`config.mk`:
```
export PLATFORM = sky130hd
export DESIGN_NAME = i2c_host_fifo_bridge_flat
export DESIGN_NICKNAME = d
export VERILOG_FILES = /design/src/rtl/i2c_bridge_pkg.sv /design/src/rtl/i2c_host_fifo_bridge_if.sv /design/src/rtl/i2c_sync_fifo.sv /design/src/rtl/i2c_host_fifo_bridge.sv /design/src/flat_wrapper.sv
export SDC_FILE = /design/constraint.sdc
export NUM_CORES = 1
export LEC_CHECK = 0
export ABC_AREA = 1
export CAP_MARGIN = 20
export CORE_MARGIN = 5
export CORE_UTILIZATION = 37
export DETAILED_ROUTE_END_ITERATION = 12
export PLACE_DENSITY_LB_ADDON = 0.08
export SYNTH_ARGS = -nofsm -noshare
export SYNTH_HDL_FRONTEND = slang
export SYNTH_SLANG_ARGS = --single-unit
```
`constraint.sdc`:
```
create_clock -name clk -period 2.5 [get_ports clk]
set_input_delay 0.75 -clock clk [delete_from_list [all_inputs] [get_ports clk]]
set_output_delay 0.75 -clock clk [all_outputs]
set_load 0.02 [all_outputs]
```
`src/rtl/i2c_bridge_pkg.sv`:
```
// i2c_bridge_pkg: byte width, handshake FSM states, timer width helper
// for the I2C host FIFO bridge. No ports.
package i2c_bridge_pkg;

  localparam int BYTE_W = 8;

  typedef enum logic {
    TX_IDLE = 1'b0,
    TX_HOLD = 1'b1
  } tx_state_e;

  typedef enum logic {
    RX_IDLE = 1'b0,
    RX_HOLD = 1'b1
  } rx_state_e;

  // Timer counts 0..timeout-1 while a handshake is held.
  function automatic int hs_tmr_w(input int timeout);
    return (timeout < 2) ? 1 : $clog2(timeout);
  endfunction

endpackage

```
`src/rtl/i2c_host_fifo_bridge_if.sv`:
```
// i2c_host_fifo_bridge_if: bridge <-> I2C controller byte handshake.
// master = bridge side, slave = controller side.
interface i2c_host_fifo_bridge_if;
  import i2c_bridge_pkg::*;

  logic [BYTE_W-1:0] byte_wr_o;
  logic              wr_rdy_o;
  logic              wr_reg_empty_i;
  logic [BYTE_W-1:0] byte_rd_i;
  logic              rd_clr_o;
  logic              rd_reg_full_i;

  modport master (
    output byte_wr_o,
    output wr_rdy_o,
    output rd_clr_o,
    input  wr_reg_empty_i,
    input  byte_rd_i,
    input  rd_reg_full_i
  );

  modport slave (
    input  byte_wr_o,
    input  wr_rdy_o,
    input  rd_clr_o,
    output wr_reg_empty_i,
    output byte_rd_i,
    output rd_reg_full_i
  );

endinterface

```
`src/rtl/i2c_sync_fifo.sv`:
```
// i2c_sync_fifo: registered FWFT FIFO. push/pop/flush in; data_o (head),
// full/empty/count out; ovf_o/udf_o pulse on a refused push/pop.
module i2c_sync_fifo
  import i2c_bridge_pkg::*;
#(
  parameter int DEPTH = 8,
  parameter int WIDTH = BYTE_W
) (
  input  logic                   clk,
  input  logic                   rst_n,
  input  logic                   flush_i,
  input  logic                   push_i,
  input  logic [WIDTH-1:0]       data_i,
  input  logic                   pop_i,
  output logic [WIDTH-1:0]       data_o,
  output logic                   full_o,
  output logic                   empty_o,
  output logic [$clog2(DEPTH):0] count_o,
  output logic                   ovf_o,
  output logic                   udf_o
);

  localparam int AW = $clog2(DEPTH);
  localparam logic [AW:0] FULL_CNT = (AW+1)'(DEPTH);

  logic [WIDTH-1:0] mem_q [DEPTH];
  logic [AW-1:0]    wp_q;
  logic [AW-1:0]    rp_q;
  logic [AW:0]      cnt_q;
  logic             do_push;
  logic             do_pop;

  assign empty_o = (cnt_q == '0);
  assign full_o  = (cnt_q == FULL_CNT);
  assign count_o = cnt_q;
  assign data_o  = mem_q[rp_q];

  // Pop is resolved first, so a full FIFO can take push+pop together.
  assign do_pop  = pop_i && !empty_o && !flush_i;
  assign do_push = push_i && (!full_o || do_pop) && !flush_i;
  assign ovf_o   = push_i && !flush_i && !do_push;
  assign udf_o   = pop_i && !flush_i && empty_o;

  always_ff @(posedge clk or negedge rst_n) begin
    if (!rst_n) begin
      for (int i = 0; i < DEPTH; i++) mem_q[i] <= '0;
      wp_q  <= '0;
      rp_q  <= '0;
      cnt_q <= '0;
    end else if (flush_i) begin
      for (int i = 0; i < DEPTH; i++) mem_q[i] <= '0;
      wp_q  <= '0;
      rp_q  <= '0;
      cnt_q <= '0;
    end else begin
      if (do_push) begin
        mem_q[wp_q] <= data_i;
        wp_q        <= wp_q + AW'(1);
      end
      if (do_pop) begin
        rp_q <= rp_q + AW'(1);
      end
      unique case ({do_push, do_pop})
        2'b10:   cnt_q <= cnt_q + (AW+1)'(1);
        2'b01:   cnt_q <= cnt_q - (AW+1)'(1);
        default: cnt_q <= cnt_q;
      endcase
    end
  end

endmodule

```
`src/rtl/i2c_host_fifo_bridge.sv`:
```
// i2c_host_fifo_bridge: host TX/RX byte FIFOs + level handshakes to the
// I2C controller (ctrl). Host: tx_push/tx_data/tx_full, rx_pop/rx_data/
// rx_empty, err_clr, sticky tx_ovf/rx_udf/hs_err.
// I2C_BRIDGE_LEVEL_EN adds tx_level/rx_level occupancy outputs.
module i2c_host_fifo_bridge
  import i2c_bridge_pkg::*;
#(
  parameter int DEPTH      = 8,
  parameter int HS_TIMEOUT = 1023
) (
  input  logic              clk,
  input  logic              rst_n,
  input  logic              flush,
  input  logic              tx_push,
  input  logic [BYTE_W-1:0] tx_data,
  output logic              tx_full,
  input  logic              rx_pop,
  output logic [BYTE_W-1:0] rx_data,
  output logic              rx_empty,
  input  logic              err_clr,
  output logic              tx_ovf,
  output logic              rx_udf,
  output logic              hs_err,
`ifdef I2C_BRIDGE_LEVEL_EN
  output logic [$clog2(DEPTH):0] tx_level,
  output logic [$clog2(DEPTH):0] rx_level,
`endif
  i2c_host_fifo_bridge_if.master ctrl
);

  localparam int CW = $clog2(DEPTH) + 1;
  localparam int TW = hs_tmr_w(HS_TIMEOUT);
  localparam logic [TW-1:0] TO_LAST = TW'(HS_TIMEOUT - 1);

  logic [BYTE_W-1:0] tx_head;
  logic              tx_empty;
  logic              tx_pop;
  logic [CW-1:0]     tx_cnt;
  logic              tx_ovf_p;
  logic              tx_udf_p;

  logic              rx_full;
  logic              rx_push;
  logic [CW-1:0]     rx_cnt;
  logic              rx_ovf_p;
  logic              rx_udf_p;

  tx_state_e         tx_state_q, tx_state_d;
  logic [TW-1:0]     tx_tmr_q, tx_tmr_d;
  logic [BYTE_W-1:0] byte_wr_q, byte_wr_d;
  logic              wr_rdy_q, wr_rdy_d;
  logic              tx_arm_q, tx_arm_d;
  logic              tx_to;

  rx_state_e         rx_state_q, rx_state_d;
  logic [TW-1:0]     rx_tmr_q, rx_tmr_d;
  logic              rd_clr_q, rd_clr_d;
  logic              rx_arm_q, rx_arm_d;
  logic              rx_to;

  logic              tx_ovf_q, tx_ovf_d;
  logic              rx_udf_q, rx_udf_d;
  logic              hs_err_q, hs_err_d;

  i2c_sync_fifo #(.DEPTH(DEPTH), .WIDTH(BYTE_W)) u_tx_fifo (
    .clk     (clk),
    .rst_n   (rst_n),
    .flush_i (flush),
    .push_i  (tx_push),
    .data_i  (tx_data),
    .pop_i   (tx_pop),
    .data_o  (tx_head),
    .full_o  (tx_full),
    .empty_o (tx_empty),
    .count_o (tx_cnt),
    .ovf_o   (tx_ovf_p),
    .udf_o   (tx_udf_p)
  );

  i2c_sync_fifo #(.DEPTH(DEPTH), .WIDTH(BYTE_W)) u_rx_fifo (
    .clk     (clk),
    .rst_n   (rst_n),
    .flush_i (flush),
    .push_i  (rx_push),
    .data_i  (ctrl.byte_rd_i),
    .pop_i   (rx_pop),
    .data_o  (rx_data),
    .full_o  (rx_full),
    .empty_o (rx_empty),
    .count_o (rx_cnt),
    .ovf_o   (rx_ovf_p),
    .udf_o   (rx_udf_p)
  );

  // Arm flags demand a low->high cycle of the controller status before
  // the next transfer, so a timed-out handshake is never replayed.
  always_comb begin
    tx_state_d = tx_state_q;
    tx_tmr_d   = tx_tmr_q;
    byte_wr_d  = byte_wr_q;
    wr_rdy_d   = wr_rdy_q;
    tx_arm_d   = tx_arm_q | ~ctrl.wr_reg_empty_i;
    tx_pop     = 1'b0;
    tx_to      = 1'b0;
    unique case (tx_state_q)
      TX_IDLE: begin
        if (ctrl.wr_reg_empty_i && tx_arm_q && !tx_empty) begin
          byte_wr_d  = tx_head;
          tx_pop     = 1'b1;
          wr_rdy_d   = 1'b1;
          tx_tmr_d   = '0;
          tx_state_d = TX_HOLD;
        end
      end
      TX_HOLD: begin
        if (!ctrl.wr_reg_empty_i) begin
          wr_rdy_d   = 1'b0;
          tx_state_d = TX_IDLE;
        end else if (tx_tmr_q == TO_LAST) begin
          wr_rdy_d   = 1'b0;
          tx_to      = 1'b1;
          tx_arm_d   = 1'b0;
          tx_state_d = TX_IDLE;
        end else if (tx_tmr_q != '1) begin
          tx_tmr_d = tx_tmr_q + TW'(1);
        end
      end
      default: tx_state_d = TX_IDLE;
    endcase
    if (flush) begin
      tx_state_d = TX_IDLE;
      tx_tmr_d   = '0;
      byte_wr_d  = '0;
      wr_rdy_d   = 1'b0;
      tx_arm_d   = 1'b1;
      tx_pop     = 1'b0;
      tx_to      = 1'b0;
    end
  end

  // A full RX FIFO simply leaves the controller's byte unclaimed, which
  // makes the controller stretch SCL; no timer runs while stalled.
  always_comb begin
    rx_state_d = rx_state_q;
    rx_tmr_d   = rx_tmr_q;
    rd_clr_d   = rd_clr_q;
    rx_arm_d   = rx_arm_q | ~ctrl.rd_reg_full_i;
    rx_push    = 1'b0;
    rx_to      = 1'b0;
    unique case (rx_state_q)
      RX_IDLE: begin
        if (ctrl.rd_reg_full_i && rx_arm_q && !rx_full) begin
          rx_push    = 1'b1;
          rd_clr_d   = 1'b1;
          rx_tmr_d   = '0;
          rx_state_d = RX_HOLD;
        end
      end
      RX_HOLD: begin
        if (!ctrl.rd_reg_full_i) begin
          rd_clr_d   = 1'b0;
          rx_state_d = RX_IDLE;
        end else if (rx_tmr_q == TO_LAST) begin
          rd_clr_d   = 1'b0;
          rx_to      = 1'b1;
          rx_arm_d   = 1'b0;
          rx_state_d = RX_IDLE;
        end else if (rx_tmr_q != '1) begin
          rx_tmr_d = rx_tmr_q + TW'(1);
        end
      end
      default: rx_state_d = RX_IDLE;
    endcase
    if (flush) begin
      rx_state_d = RX_IDLE;
      rx_tmr_d   = '0;
      rd_clr_d   = 1'b0;
      rx_arm_d   = 1'b1;
      rx_push    = 1'b0;
      rx_to      = 1'b0;
    end
  end

  // A new error in the same cycle as err_clr keeps the flag set.
  always_comb begin
    tx_ovf_d = tx_ovf_q;
    rx_udf_d = rx_udf_q;
    hs_err_d = hs_err_q;
    if (flush) begin
      tx_ovf_d = 1'b0;
      rx_udf_d = 1'b0;
      hs_err_d = 1'b0;
    end else begin
      if (tx_ovf_p)            tx_ovf_d = 1'b1;
      else if (err_clr)        tx_ovf_d = 1'b0;
      if (rx_udf_p)            rx_udf_d = 1'b1;
      else if (err_clr)        rx_udf_d = 1'b0;
      if (tx_to || rx_to)      hs_err_d = 1'b1;
      else if (err_clr)        hs_err_d = 1'b0;
    end
  end

  always_ff @(posedge clk or negedge rst_n) begin
    if (!rst_n) begin
      tx_state_q <= TX_IDLE;
      tx_tmr_q   <= '0;
      byte_wr_q  <= '0;
      wr_rdy_q   <= 1'b0;
      tx_arm_q   <= 1'b1;
      rx_state_q <= RX_IDLE;
      rx_tmr_q   <= '0;
      rd_clr_q   <= 1'b0;
      rx_arm_q   <= 1'b1;
      tx_ovf_q   <= 1'b0;
      rx_udf_q   <= 1'b0;
      hs_err_q   <= 1'b0;
    end else begin
      tx_state_q <= tx_state_d;
      tx_tmr_q   <= tx_tmr_d;
      byte_wr_q  <= byte_wr_d;
      wr_rdy_q   <= wr_rdy_d;
      tx_arm_q   <= tx_arm_d;
      rx_state_q <= rx_state_d;
      rx_tmr_q   <= rx_tmr_d;
      rd_clr_q   <= rd_clr_d;
      rx_arm_q   <= rx_arm_d;
      tx_ovf_q   <= tx_ovf_d;
      rx_udf_q   <= rx_udf_d;
      hs_err_q   <= hs_err_d;
    end
  end

  assign ctrl.byte_wr_o = byte_wr_q;
  assign ctrl.wr_rdy_o  = wr_rdy_q;
  assign ctrl.rd_clr_o  = rd_clr_q;
  assign tx_ovf         = tx_ovf_q;
  assign rx_udf         = rx_udf_q;
  assign hs_err         = hs_err_q;

  // TX pops are gated by !empty and RX pushes by !full, so those
  // FIFO error pulses cannot fire.
`ifdef I2C_BRIDGE_LEVEL_EN
  assign tx_level = tx_cnt;
  assign rx_level = rx_cnt;
  logic unused_ok;
  assign unused_ok = tx_udf_p ^ rx_ovf_p;
`else
  logic unused_ok;
  assign unused_ok = ^{tx_cnt, rx_cnt, tx_udf_p, rx_ovf_p};
`endif

endmodule
```
`src/flat_wrapper.sv`:
```
// flat-port wrapper written by rule: the top's interface ports become plain ports
module i2c_host_fifo_bridge_flat import i2c_bridge_pkg::*;
#(
  parameter int DEPTH      = 8,
  parameter int HS_TIMEOUT = 1023
)
  (clk, rst_n, flush, tx_push, tx_data, tx_full, rx_pop, rx_data, rx_empty, err_clr, tx_ovf, rx_udf, hs_err, ctrl_byte_wr_o, ctrl_wr_rdy_o, ctrl_rd_clr_o, ctrl_wr_reg_empty_i, ctrl_byte_rd_i, ctrl_rd_reg_full_i);
  i2c_host_fifo_bridge_if ctrl_i ();
  input  logic clk;
  input  logic rst_n;
  input  logic flush;
  input  logic tx_push;
  input  logic [BYTE_W-1:0] tx_data;
  output logic tx_full;
  input  logic rx_pop;
  output logic [BYTE_W-1:0] rx_data;
  output logic rx_empty;
  input  logic err_clr;
  output logic tx_ovf;
  output logic rx_udf;
  output logic hs_err;
  output wire logic [$bits(ctrl_i.byte_wr_o)-1:0] ctrl_byte_wr_o;
  output wire logic [$bits(ctrl_i.wr_rdy_o)-1:0] ctrl_wr_rdy_o;
  output wire logic [$bits(ctrl_i.rd_clr_o)-1:0] ctrl_rd_clr_o;
  input wire logic [$bits(ctrl_i.wr_reg_empty_i)-1:0] ctrl_wr_reg_empty_i;
  input wire logic [$bits(ctrl_i.byte_rd_i)-1:0] ctrl_byte_rd_i;
  input wire logic [$bits(ctrl_i.rd_reg_full_i)-1:0] ctrl_rd_reg_full_i;
  assign ctrl_byte_wr_o = ctrl_i.byte_wr_o;
  assign ctrl_wr_rdy_o = ctrl_i.wr_rdy_o;
  assign ctrl_rd_clr_o = ctrl_i.rd_clr_o;
  assign ctrl_i.wr_reg_empty_i = ctrl_wr_reg_empty_i;
  assign ctrl_i.byte_rd_i = ctrl_byte_rd_i;
  assign ctrl_i.rd_reg_full_i = ctrl_rd_reg_full_i;
  i2c_host_fifo_bridge #(.DEPTH(DEPTH), .HS_TIMEOUT(HS_TIMEOUT)) u_core (.clk(clk), .rst_n(rst_n), .flush(flush), .tx_push(tx_push), .tx_data(tx_data), .tx_full(tx_full), .rx_pop(rx_pop), .rx_data(rx_data), .rx_empty(rx_empty), .err_clr(err_clr), .tx_ovf(tx_ovf), .rx_udf(rx_udf), .hs_err(hs_err), .ctrl(ctrl_i));
endmodule
```
== Yosys cells after proc, flatten, opt, wreduce, memory -nomap -nowiden ==
Index checks and enable logic that the tools add are counted.
Storage, ports and cells
  logic and storage cells: 215
  input port bits: 24
  flip-flop bits (word level): 185
  output and inout bits: 23
Cells by class
  eq/ne operators: 21
  reduce and logical (&&, ||, !) cells: 44
  $lt $le $gt $ge: 6
  bitwise operators: 10
  mux-type cells: 90
  $add $sub $neg: 10
Operators with widths (count)
  $mux 64: 4
  $bwmux 64: 2
  $mux 10: 10
  $mux 8: 9
  $bmux 8 s3: 2
  $demux 8 s3: 2
  $mux 1: 43
  $pmux 10 s2: 2
  $mux 3: 8
  $add 10x1->10 const B: 2
  $eq 10x10->1 const B: 2
  $ne 10x10->1 const B: 2
  $logic_and 1x1->1: 18
  $ne 3x3->1 const B: 6
  $ge 4x4->1 const B: 4
  $not 3->4: 4
  $pmux 4 s2: 2
  $reduce_bool 3->1: 5
  $add 3x1->3 const B: 4
  $reduce_bool 2->1: 5
  $add 4x1->4 const B: 2
  $eq 4x4->1 const B: 2
  $logic_not 4->1: 2
  $lt 4x1->1 const B: 2
  14 further kinds: 37

== Depth between registers and ports, before layout ==
  word-level depth: 15
  depth in mapped cells: 15
  depth with buffers taken out: 15

== By module ==
From an unflattened synthesis, not the netlist that was laid out.
Second synthesis, totals
  cell total of the unflattened synthesis: 1286
  area, all modules: 9775.6 um^2
Modules (own cells, without submodules)
  i2c_sync_fifo: area an instance 3789.9 um^2, instances 2, cells an instance 495, sequential area each 1851.8 um^2
  i2c_host_fifo_bridge: area an instance 2195.9 um^2, instances 1, cells an instance 296, sequential area each 928.4 um^2

== Least setup slack after synthesis ==
Ideal clock, no wire load.
  path kind: input to register
  from: input port flush
  to: register u_core.u_rx_fifo.cnt_q[3] (netlist: u_core.u_rx_fifo.count_o[3])
  path slack: 0.083 ns
  setup time: 0.116 ns
  path buffers: 1
  data arrival time: 2.300 ns
  data required time: 2.384 ns
  stages: 15
  path through: buf_6 > inv_2 > nand2_1 > nor2_2 > nand2_1 > inv_1 > ha_1 > a21oi_1 > nand2_1 > nand2_1 > nand2_1 > nand2_1 > nand2_1 > nand2_1 > nand2_1
Between the ends
  word-level cells in the longest chain between the ends: 8
  elaborated cells on any way between the ends: 11
  classes of those cells: eq/ne (2); mux (3); reduce/logical (6)
Ends and longest elaborated chain
  start, declared: line flat_wrapper.sv:11  | input logic flush;
  $logic_not 1->1
  $logic_and 1x1->1: line i2c_sync_fifo.sv:39  | assign do_pop = pop_i && !empty_o && !flush_i;
  $logic_or 1x1->1: line i2c_sync_fifo.sv:40  | assign do_push = push_i && (!full_o || do_pop) && !flush_i;
  $logic_and 1x1->1 (2 in series): line i2c_sync_fifo.sv:40
  $eq 2x1->1 / $eq 2x2->1 (equally long branches): line i2c_sync_fifo.sv:63  | unique case ({do_push, do_pop})
  $pmux 4 s2: line i2c_sync_fifo.sv:63
  $mux 4: line i2c_sync_fifo.sv:50  | end else if (flush_i) begin
  end signal, assigned: line i2c_sync_fifo.sv:64  | 2'b10: cnt_q <= cnt_q + (AW+1)'(1);
  end signal, assigned: line i2c_sync_fifo.sv:65  | 2'b01: cnt_q <= cnt_q - (AW+1)'(1);
  end signal, assigned: line i2c_sync_fifo.sv:66  | default: cnt_q <= cnt_q;
  end, declared: line i2c_sync_fifo.sv:29  | logic [AW:0] cnt_q;
Parallel ways exist; a longest one is shown, timed or not.
A chain may end at the register's enable or synchronous reset.

== Worst setup path after layout ==
  from: register u_core.u_rx_fifo.rp_q[0]
  to: output port rx_data[0]
Between the ends
  word-level cells in the longest chain between the ends: 4
Ends and longest elaborated chain
  start, declared: line i2c_sync_fifo.sv:28  | logic [AW-1:0] rp_q;
  start signal, assigned: line i2c_sync_fifo.sv:61  | rp_q <= rp_q + AW'(1);
  $not 3->4 (not written as such): line i2c_sync_fifo.sv:36  | assign data_o = mem_q[rp_q];
  $bmux 8 s3: line i2c_sync_fifo.sv:36
  $mux 8 (not written as such) (2 in series): line i2c_sync_fifo.sv:36
  end, declared: line flat_wrapper.sv:16  | output logic [BYTE_W-1:0] rx_data;
Every way passes these cells. The select of a mux whose other input is x is not followed.

==> qor.txt <==
Area share of the leading cell type in the synthesized netlist - 0.4771
Yosys cell types - 45
Maximum root-to-sink buffer count - 2
Violations in the final reports - setup timing
Top cells by count, synth - nand2_1 (264), dfrtp_1 (183), nand3_1 (146)
Area Overhead vs Synth - 24.30%
Leak - 5.575 nW
First element of the critical path - u_core.u_rx_fifo.rp_q[0]
Placed wire-length estimate after detailed placement - 18230 µm
Clk pin slew, worst setup/hold paths - 70 ps
Overall die width - 171.1 µm
Number of antenna violations at the first check in global routing - 1
Total number of vias - 8167
Clock skew after layout - 10.59 ps
Number of warning messages in the yosys log - 0
Levels on crit path - 8
Top post-synthesis cells by area - dfrtp_1 (48%), nand2_1 (10%), nand3_1 (7.6%), o21ai_0 (6.6%), inv_1 (4.9%)
Slack of the critical path - -122.5 ps
First-pass GRT wire length - 43800 µm
Htree depth - 4
Leading cell type by number of instances after synthesis - nand2_1
Via density per instance - 4.998
Final setup viols - 8
Final hold vios - 0
Non-filler cells, final - 1634
Number of max-slew violations in the final report - 0
Register area - 4634 µm²
Number of register bits inferred by synthesis - 185
Highest Clock Rate - 381.3 MHz
Core region area - 25840 µm²
Clock tree root buffer cell - clkbuf_16
Required time worst endpoint - 1750 ps
Initial DRC count - 554
Crit path cell chain - buf_12 > buf_12 > a21oi_2 > o21ai_1 > nand2_1 > nor2_1 > a31oi_2 > buf_4
WS Path Type - reg -> out
Remaining max-slew budget at the tightest pin - 0.4249
Aggregate global-route resource usage - 0.1871
Cts-stage hold buffer count - 0
Hold/Removal Path Class - in -> async
Number of global-route vias before repair - 8017
Post-Syn Area per Cell - 8.135 µm²
Share of final-layout standard cells stronger than drive strength 1 - 0.1570
Synthesized instance count - 1180
Post-layout min period - 2623 ps
Most used cell, CP - buf_12
Capturing point of the worst reg2reg path - u_core.tx_tmr_q[9]
TritonRoute pass-1 iters - 5
Worst Reg2Reg Path Length in Cells - 8
Run status - finished, violations left
Number of nets in the layout - 1324
Die H - 171.1 µm
Number of nets with antenna violations after routing - 0
Slew @ Worst Pin - 859.4 ps
Peak per-stage delay on the critical path - 440 ps
Filler instances - 2600
Starting Density - 0.3715
Share of the core filled with cells in the final layout - 0.4618
Maxcap violations - 0
Buf+Inv Stages, Crit Path - 3
Port buffer count - 46
Die footprint - 29260 µm²
Net count after synthesis - 1218
Crit Path Max Fanout - 5
Crit path max-delay cell type - dfrtp_2
Number of top-level pins - 47
Worst Path Arrival - 1870 ps
Most used DFF post-synth - dfrtp_1
Critical path endpoint category - primary output
Clock latency of the later-clocked register in the worst-skew pair - 430 ps
Number of placement rows - 59
Maximum ir drop on the vdd rail - 0.0003204 V
Final critical-path share of the clock period - 1.049
Fraction of the yosys area taken by sequential cells - 0.4825
Mapped Area - 9599 µm²
Clock sink count - 185
Worst setup endpoint - rx_data[0]
Detailed Route WL - 26790 µm
Wire length per cell after detailed routing - 16.39 µm
Number of DRC violations after detailed routing - 0
Global route overflow - 0
TritonCTS clock tree - done
CP delay by family, top - buffers and inverters
Async set or reset register ratio after synthesis - 1.000
Total area of multi-input combinational cells - 4264 µm²
Count of flip-flops with a built-in enable after synthesis - 0
Total inserted antenna cells - 0
Startpoint Class - flip-flop
Power density of the placed cells - 621.8 nW/µm²
Register-to-Register Setup Slack - 330 ps
Top cell type by total area after synthesis - dfrtp_1
Setup repair after global routing missed its margin - yes
Placer congestion estimate - 0.8133
Cell Count Post-Placement - 1594
Origin of the critical flop-to-flop path - u_core.u_tx_fifo.count_o[1]
Num CTS Buffers - 17
Pin count of the biggest net entering global routing - 71
## power breakdown
group,internal [mW],switching [mW],total [mW]
clock network,1.55,1.29,2.84
logic,0.559,0.822,1.38
registers,3.08,0.113,3.20
## how the worst min path moves through the flow
| stage | end | slack [ps] |
|---|---|---|
| after floorplan | u_core.ctrl.byte_wr_o[0] | 450 |
| after global placement | u_core.ctrl.rd_clr_o | 470 |
| after detailed placement | u_core.ctrl.byte_wr_o[7] | 470 |
| after CTS | u_core.ctrl.byte_wr_o[5] | 320 |
| after global routing | u_core.ctrl.byte_wr_o[5] | 330 |
| final | u_core.ctrl.byte_wr_o[5] | 310 |
## what timing repair did
| item | CTS | global route |
|---|---|---|
| pin swaps | 6 | 16 |
| endpoints found under the setup margin | 10 | 10 |
| buffers inserted | 3 | 1 |
| gates resized for setup | 90 | 22 |
| gates cloned | 2 | 2 |
## routing by layer
layer,global-route usage,vias up,share of wire
met5,0,-,0.00049
met4,0.03583,2,0.0091
met3,0.03443,17,0.039
met2,0.2891,130,0.45
met1,0.2777,3884,0.50
li1,-,4134,-
## worst register-to-register path: cells and delay by family, from the launching register on
| family | cells | cell delay [ps] |
|---|---|---|
| and+or+nand+nor | 8 | 1610 |
| DFF | 1 | 450 |
## state kept, by name, indices dropped and copies added (netlist names), 3 cells and up
name,cells
u_core.u_rx_fifo.rp_q,3
u_core.rx_tmr_q,10
u_core.u_rx_fifo.count_o,4
u_core.ctrl.byte_wr_o,8
u_core.u_tx_fifo.rp_q,3
u_core.u_tx_fifo.mem_q,64
u_core.u_rx_fifo.mem_q,64
u_core.u_rx_fifo.wp_q,3
u_core.u_tx_fifo.wp_q,3
u_core.u_tx_fifo.count_o,4
u_core.tx_tmr_q,10
## logic make-up after synthesis
family / share of synthesized area
flops: 0.4825
compound gates: 0.1537
fa+ha+maj: 0.01981
simple gates: 0.2565
xor+xnor: 0.004563
buf+inv: 0.08290
## layout by cell type, fill, tap and decap left out, types with 3 or more instances in the layout
cell type / synthesis / final
nand2_1: 264 / 264
dfrtp_1: 183 / 181
nand3_1: 146 / 146
inv_1: 125 / 124
o21ai_0: 126 / 102
nor2_1: 70 / 68
buf_4: 8 / 68
o21ai_1: 17 / 38
a21oi_1: 53 / 36
clkdlybuf4s50_1: 0 / 35
o22ai_1: 33 / 33
buf_12: 1 / 21
clkbuf_16: 0 / 19
a21oi_2: 1 / 18
o211ai_1: 17 / 17
ha_1: 12 / 12
nand4_1: 8 / 8
a31oi_1: 8 / 6
nand2_8: 6 / 6
nor2_2: 3 / 5
nand2_2: 5 / 5
nand2_4: 5 / 5
a21o_1: 5 / 5
inv_6: 0 / 5
buf_6: 5 / 5
nor2_4: 4 / 4
o21ai_2: 1 / 4
nand3_2: 4 / 4
inv_2: 4 / 3
nand3_4: 3 / 3
xor2_1: 3 / 3
or2_2: 3 / 3
o21bai_1: 3 / 3
clkinvlp_4: 0 / 3
inv_8: 0 / 3
## layout make-up
type | instances | area share
flip-flops and latches | 185 | 0.3884
multi-input cells | 812 | 0.3574
repair buffers | 137 | 0.1248
inverters | 133 | 0.04268
clock buffers | 18 | 0.03681
well taps | 335 | 0.03513
clock inverters | 14 | 0.01479
## stage by stage
| step | hold WS [ps] | area [µm²] | TNS (ps) | setup WS (ps) | total power [mW] |
|---|---|---|---|---|---|
| 5_1_grt | 334.6 | 11930 | -1377 | -184.0 | 7.811 |
| 4_1_cts | 321.2 | 11810 | -400.0 | -85.57 | 7.484 |
| 6_report | 307.7 | 11930 | -678.4 | -122.5 | 7.418 |
| 3_5_place_dp | 474.3 | 11050 | -9718 | -320.9 | 4.546 |
| 3_3_place_gp | 469.7 | 11050 | -8038 | -284.6 | 4.546 |
| 2_1_floorplan | 454.4 | 9599 | 0 | 83.16 | 3.976 |
Note: power is estimated with default switching activity, not from simulation.
==> edit 1: new RTL, same flow settings <==
Compare `cnt_q` against `FULL_CNT` with >= in place of ==.
--- a/src/rtl/i2c_sync_fifo.sv
+++ b/src/rtl/i2c_sync_fifo.sv
@@ -32,5 +32,5 @@
 
   assign empty_o = (cnt_q == '0);
-  assign full_o  = (cnt_q == FULL_CNT);
+  assign full_o  = (cnt_q >= FULL_CNT);
   assign count_o = cnt_q;
   assign data_o  = mem_q[rp_q];
Behaviour: same outputs for any inputs over 4 cycles, from zero or initial values and one cycle with rst_n low; that may be too few to reach the edited logic, so the function may still have changed.
==> edit 1 against the original RTL <==
The run still ends with setup timing left. Register-to-register slack gained 0.14 ns. Critical endpoint is now rx_data[6]. Core utilization grew 0.26 points. First-iteration DRC count grew 5.6%. Sequential cell count is the same. Synthesized area shrank 0.68%. Count of clock-buffer cells in the layout shrank 1. Total power grew 15%. Final area shrank 1.7%. Sequential power grew 4%. Worst setup slack lost 0.0043 ns. Wire length grew 0.24%. Combinational power grew 78%.
==> edit 1: results (changes against the original RTL) <==
stage	metric	value	unit	change
run_status	result of the run	complete, but fails checks		
run_status	failing checks	setup timing		
critical_path	setup slack on the worst flop-to-flop path	0.47	ns	+0.14 ns
finish	NumNets Final	1303		-1.6%
finish	area grow syn2layout	23.02	%	
global_route	antenna violations before repair	0		-1
sta	Post-Route Hold Slack	0.2650	ns	-0.04271 ns
sta	setup TNS	-0.5998	ns	+0.07858 ns
finish	count of inverters other than clock inverters in the layout	98		-26%
finish	post-route cell area	11730	µm²	-1.7%
placed_design	Post-DP HPWL	17.43	mm	-4.3%
finish	non-filler cells, final	1607		-1.7%
global_route	first-pass GRT wire length	44.39	mm	+1.3%
sta	largest clock skew in the final design	0.01781	ns	+0.007229 ns
routing	via count of the routed design	8207		+0.49%
finish	multi-input combinational cell count	836		+3.0%
pwr	Worst VDD drop	0.4763	mV	+49%
critical_path	Reg-to-Reg End	u_core.u_rx_fifo.count_o[3]$_DFFE_PN0P_		
finish	Fillers	2518		-3.2%
finish	layout cells sized above 1	14.02	%	-1.7 points
sta	final setup margin	-0.1268	ns	-0.004259 ns
logic_synthesis	number of library cell types mapped by synthesis	43		-4.4%
routing	wire length per cell	16.71	µm	+1.9%
sta	count of final setup violators	8		unchanged
placed_design	Post-Place Cell Area	10940	µm²	-1.0%
placed_design	final weighted congestion in routability-driven placement	0.7817		-3.9%
routing	number of DRC violations after detailed-routing iteration 0	585		+5.6%
clock_network	Clock Latency Late Sink	0.45	ns	+0.02 ns
global_route	vias in the first global route	8094		+0.96%
logic_synthesis	leading cell types by count after synthesis	sky130_fd_sc_hd__nand2_1, sky130_fd_sc_hd__dfrtp_1, sky130_fd_sc_hd__nand3_1, sky130_fd_sc_hd__o21ai_0, sky130_fd_sc_hd__nor2_1		
critical_path	FF-to-FF Start	u_core.rx_state_q$_DFF_PN0_		
finish	fraction of area in non-clock buffers	11.81	%	-0.67 points
global_route	global-route usage over all layers	19.13	%	+0.42 points
logic_synthesis	number of instances in the synthesized netlist	1172		-0.68%
sta	relative slew slack	40.26	%	-2.2 points
critical_path	Crit path largest cell delay	0.41	ns	-0.03 ns
edit 1: cell types whose count changed after synthesis, sizes merged, moves of 13 or more:
cell,delta
nor2,+29
o21ai,-18
nand4,+13
nand2,+22
inv,-42
a21oi,-16
edit 1: logic make-up (layout without fill, tap and decap cells):
kind of cell,count (synthesis),after routing,share of synthesized area (%)
buf+inv,151,256,7.441
flops,185,185,48.58
fa+ha+maj,14,14,1.995
simple gates,585,585,27.94
xor+xnor,6,6,0.5513
compound gates,231,231,13.49
edit 1: power by group:
part	internal [mW]	leakage (nW)	switching (mW)	total, mW
logic	0.986	2.79	1.47	2.45
registers	3.15	2.55	0.165	3.32
clock network	1.42	0.279	1.31	2.73
edit 1: worst max-delay path by stage:
stage	start	to	slack (ns)	cells after the start
after global routing	u_core.u_rx_fifo.rp_q[0]$_DFFE_PN0P_	rx_data[7]	-0.21	8
after global placement	flush	u_core.u_rx_fifo.count_o[3]$_DFFE_PN0P_	-0.26	14
final	u_core.u_rx_fifo.rp_q[0]$_DFFE_PN0P_	rx_data[6]	-0.13	8
after CTS	u_core.u_rx_fifo.rp_q[0]$_DFFE_PN0P_	rx_data[4]	-0.13	8
after floorplan	u_core.u_rx_fifo.rp_q[1]$_DFFE_PN0P_	rx_data[6]	0.22	8
after detailed placement	flush	u_core.u_rx_fifo.count_o[3]$_DFFE_PN0P_	-0.33	14
edit 1: per-layer routing:
metal  vias up  GRT usage, %  part of all wire [%]
met1      3932         26.53                    47
met3        23         3.142                   3.4
met4         0         4.965                   1.3
met2       141         31.38                    48
li1       4111             -                     -
met5         -             0                     0
edit 1: repair_timing:
action                                  CTS  global route
cloned                                    4             0
endpoints found under the setup margin    9            10
pin swaps                                 9             4
hold buffers                              0             0
buffers inserted                          3             0
gates resized for setup                  81             9
==> edit 2: new RTL, config.mk and constraints unchanged <==
Made on the original files. `BYTE_W`: 8 -> 10.
--- a/src/rtl/i2c_bridge_pkg.sv
+++ b/src/rtl/i2c_bridge_pkg.sv
@@ -3,5 +3,5 @@
 package i2c_bridge_pkg;
 
-  localparam int BYTE_W = 8;
+  localparam int BYTE_W = 10;
 
   typedef enum logic {
Ports: changed (resized ctrl_byte_rd_i, ctrl_byte_wr_o, rx_data and tx_data); port bits go from 47 to 55. No check against the original RTL was run, so the function may have changed too.
==> edit 2 against the original RTL <==
The flow still finishes with violations (setup timing). Clock power is 43% higher. Synthesized area is 17% higher. Total power is 24% higher. Final area is 16% higher. Synthesized cell count is 17% higher. Sequential cell count is 34 higher. Critical path depth stayed put. Via count is 18% higher. Count of clock-buffer cells in the layout is 20 higher. Wire length is 19% higher. Worst setup slack worse by 0.057 ns. Non-clock buffer count is 25 higher. Core utilization is 0.39 points higher. Sequential power is 17% higher. Critical path type unchanged.
==> edit 2: results (changes against the original RTL) <==
stage	metric	value	unit	change
global_route	first-pass GRT wire length	52.24	mm	+19%
routing	met1 wire length	14.39	mm	+8.0%
finish	Core Util, Final	46.57	%	+0.39 points
pwr	share of total power in sequential cells	40.7	%	-2.4 points
global_route	GR Util met3	2.137	%	-1.3 points
sta	pin slew with the least headroom to its limit	0.8205	ns	-0.03890 ns
routing	total detailed-routing wirelength	31.96	mm	+19%
critical_path	setup slack on the worst flop-to-flop path	0.43	ns	+0.10 ns
routing	1st-pass router iterations	4		-1
finish	number of clock buffer instances in the layout	38		+20
pwr	Worst VDD drop	0.4262	mV	+33%
pwr	Seq power	3.73	mW	+17%
placed_design	post-placement worst setup slack	-0.2554	ns	+0.06551 ns
floorplanning	tap cell instance count	390		+16%
logic_synthesis	number of library cell types mapped by synthesis	41		-8.9%
clock_network	number of H-tree branching levels	1		-3
run_status	failing checks	setup timing		
finish	Non-clk bufs	162		+18%
critical_path	worst path arrival time	1.93	ns	+0.06 ns
logic_synthesis	Post-Synth XOR/XNOR Area	0.4686	%	+0.012 points
global_route	vias in the first global route	9655		+20%
global_route	pin count of the biggest net entering global routing	80		+13%
finish	largest registers in the final layout	u_core.u_rx_fifo.mem_q x80, u_core.u_tx_fifo.mem_q x80		
global_route	antenna violations before repair	0		-1
finish	count of inverters other than clock inverters in the layout	152		+14%
sta	count of final setup violators	10		+2
logic_synthesis	largest cells by area after synthesis	sky130_fd_sc_hd__dfrtp_1, sky130_fd_sc_hd__nand2_1, sky130_fd_sc_hd__nand3_1		
placed_design	input/output buffers	54		+17%
run_status	result of the run	complete, but fails checks		
critical_path	end point of the critical path	rx_data[9]		
routing	number of DRC violations after detailed-routing iteration 0	464		-16%
logic_synthesis	Post-Synth Adder-Cell Area	1.696	%	-0.29 points
logic_synthesis	portion of the post-synthesis area used by sequential elements	48.90	%	+0.64 points
finish	multi-input combinational cell count	939		+16%
logic_synthesis	leading cell types by count after synthesis	sky130_fd_sc_hd__nand2_1, sky130_fd_sc_hd__dfrtp_1, sky130_fd_sc_hd__nand3_1, sky130_fd_sc_hd__inv_1, sky130_fd_sc_hd__o21ai_0		
sta	final setup margin	-0.1791	ns	-0.05662 ns
finish	Seq. cell area	5487	µm²	+18%
critical_path	Crit path largest cell delay	0.42	ns	-0.02 ns
critical_path	Reg-to-Reg End	u_core.u_rx_fifo.count_o[3]$_DFFE_PN0P_		
global_route	met2 Track Usage GR	32.65	%	+3.7 points
clock_network	number of clock buffers inserted by TritonCTS	27		+10
logic_synthesis	share of the synthesized area in compound gates (AO/OA/AOI/OAI)	15.42	%	+0.053 points
finish	Fillers	2969		+14%
routing	met2 WL post-DR	15.75	mm	+29%
critical_path	R2R depth	15		+7
sta	largest clock skew in the final design	0.01351	ns	+0.002920 ns
## edit 2: cell count changes after synthesis, moves of 12 or more
| cell | change |
|---|---|
| sky130_fd_sc_hd__clkbuf_1 | +14 |
| sky130_fd_sc_hd__dfrtp_1 | +34 |
| sky130_fd_sc_hd__nand2_1 | +56 |
| sky130_fd_sc_hd__nand4_1 | +12 |
| sky130_fd_sc_hd__inv_1 | +20 |
| sky130_fd_sc_hd__a21oi_1 | +13 |
| sky130_fd_sc_hd__o21ai_0 | +13 |
## edit 2: metrics by stage
| step | std cells | hold slack, ns | setup TNS (ns) |
|---|---|---|---|
| after detailed placement | 1856 | 0.4696 | -1.545 |
| final | 1911 | 0.1580 | -1.326 |
| after global routing | 1911 | 0.1807 | -2.291 |
| after CTS | 1909 | 0.1733 | -1.762 |
| after global placement | 1856 | 0.4651 | -1.322 |
| after floorplan | 1378 | 0.4544 | 0 |
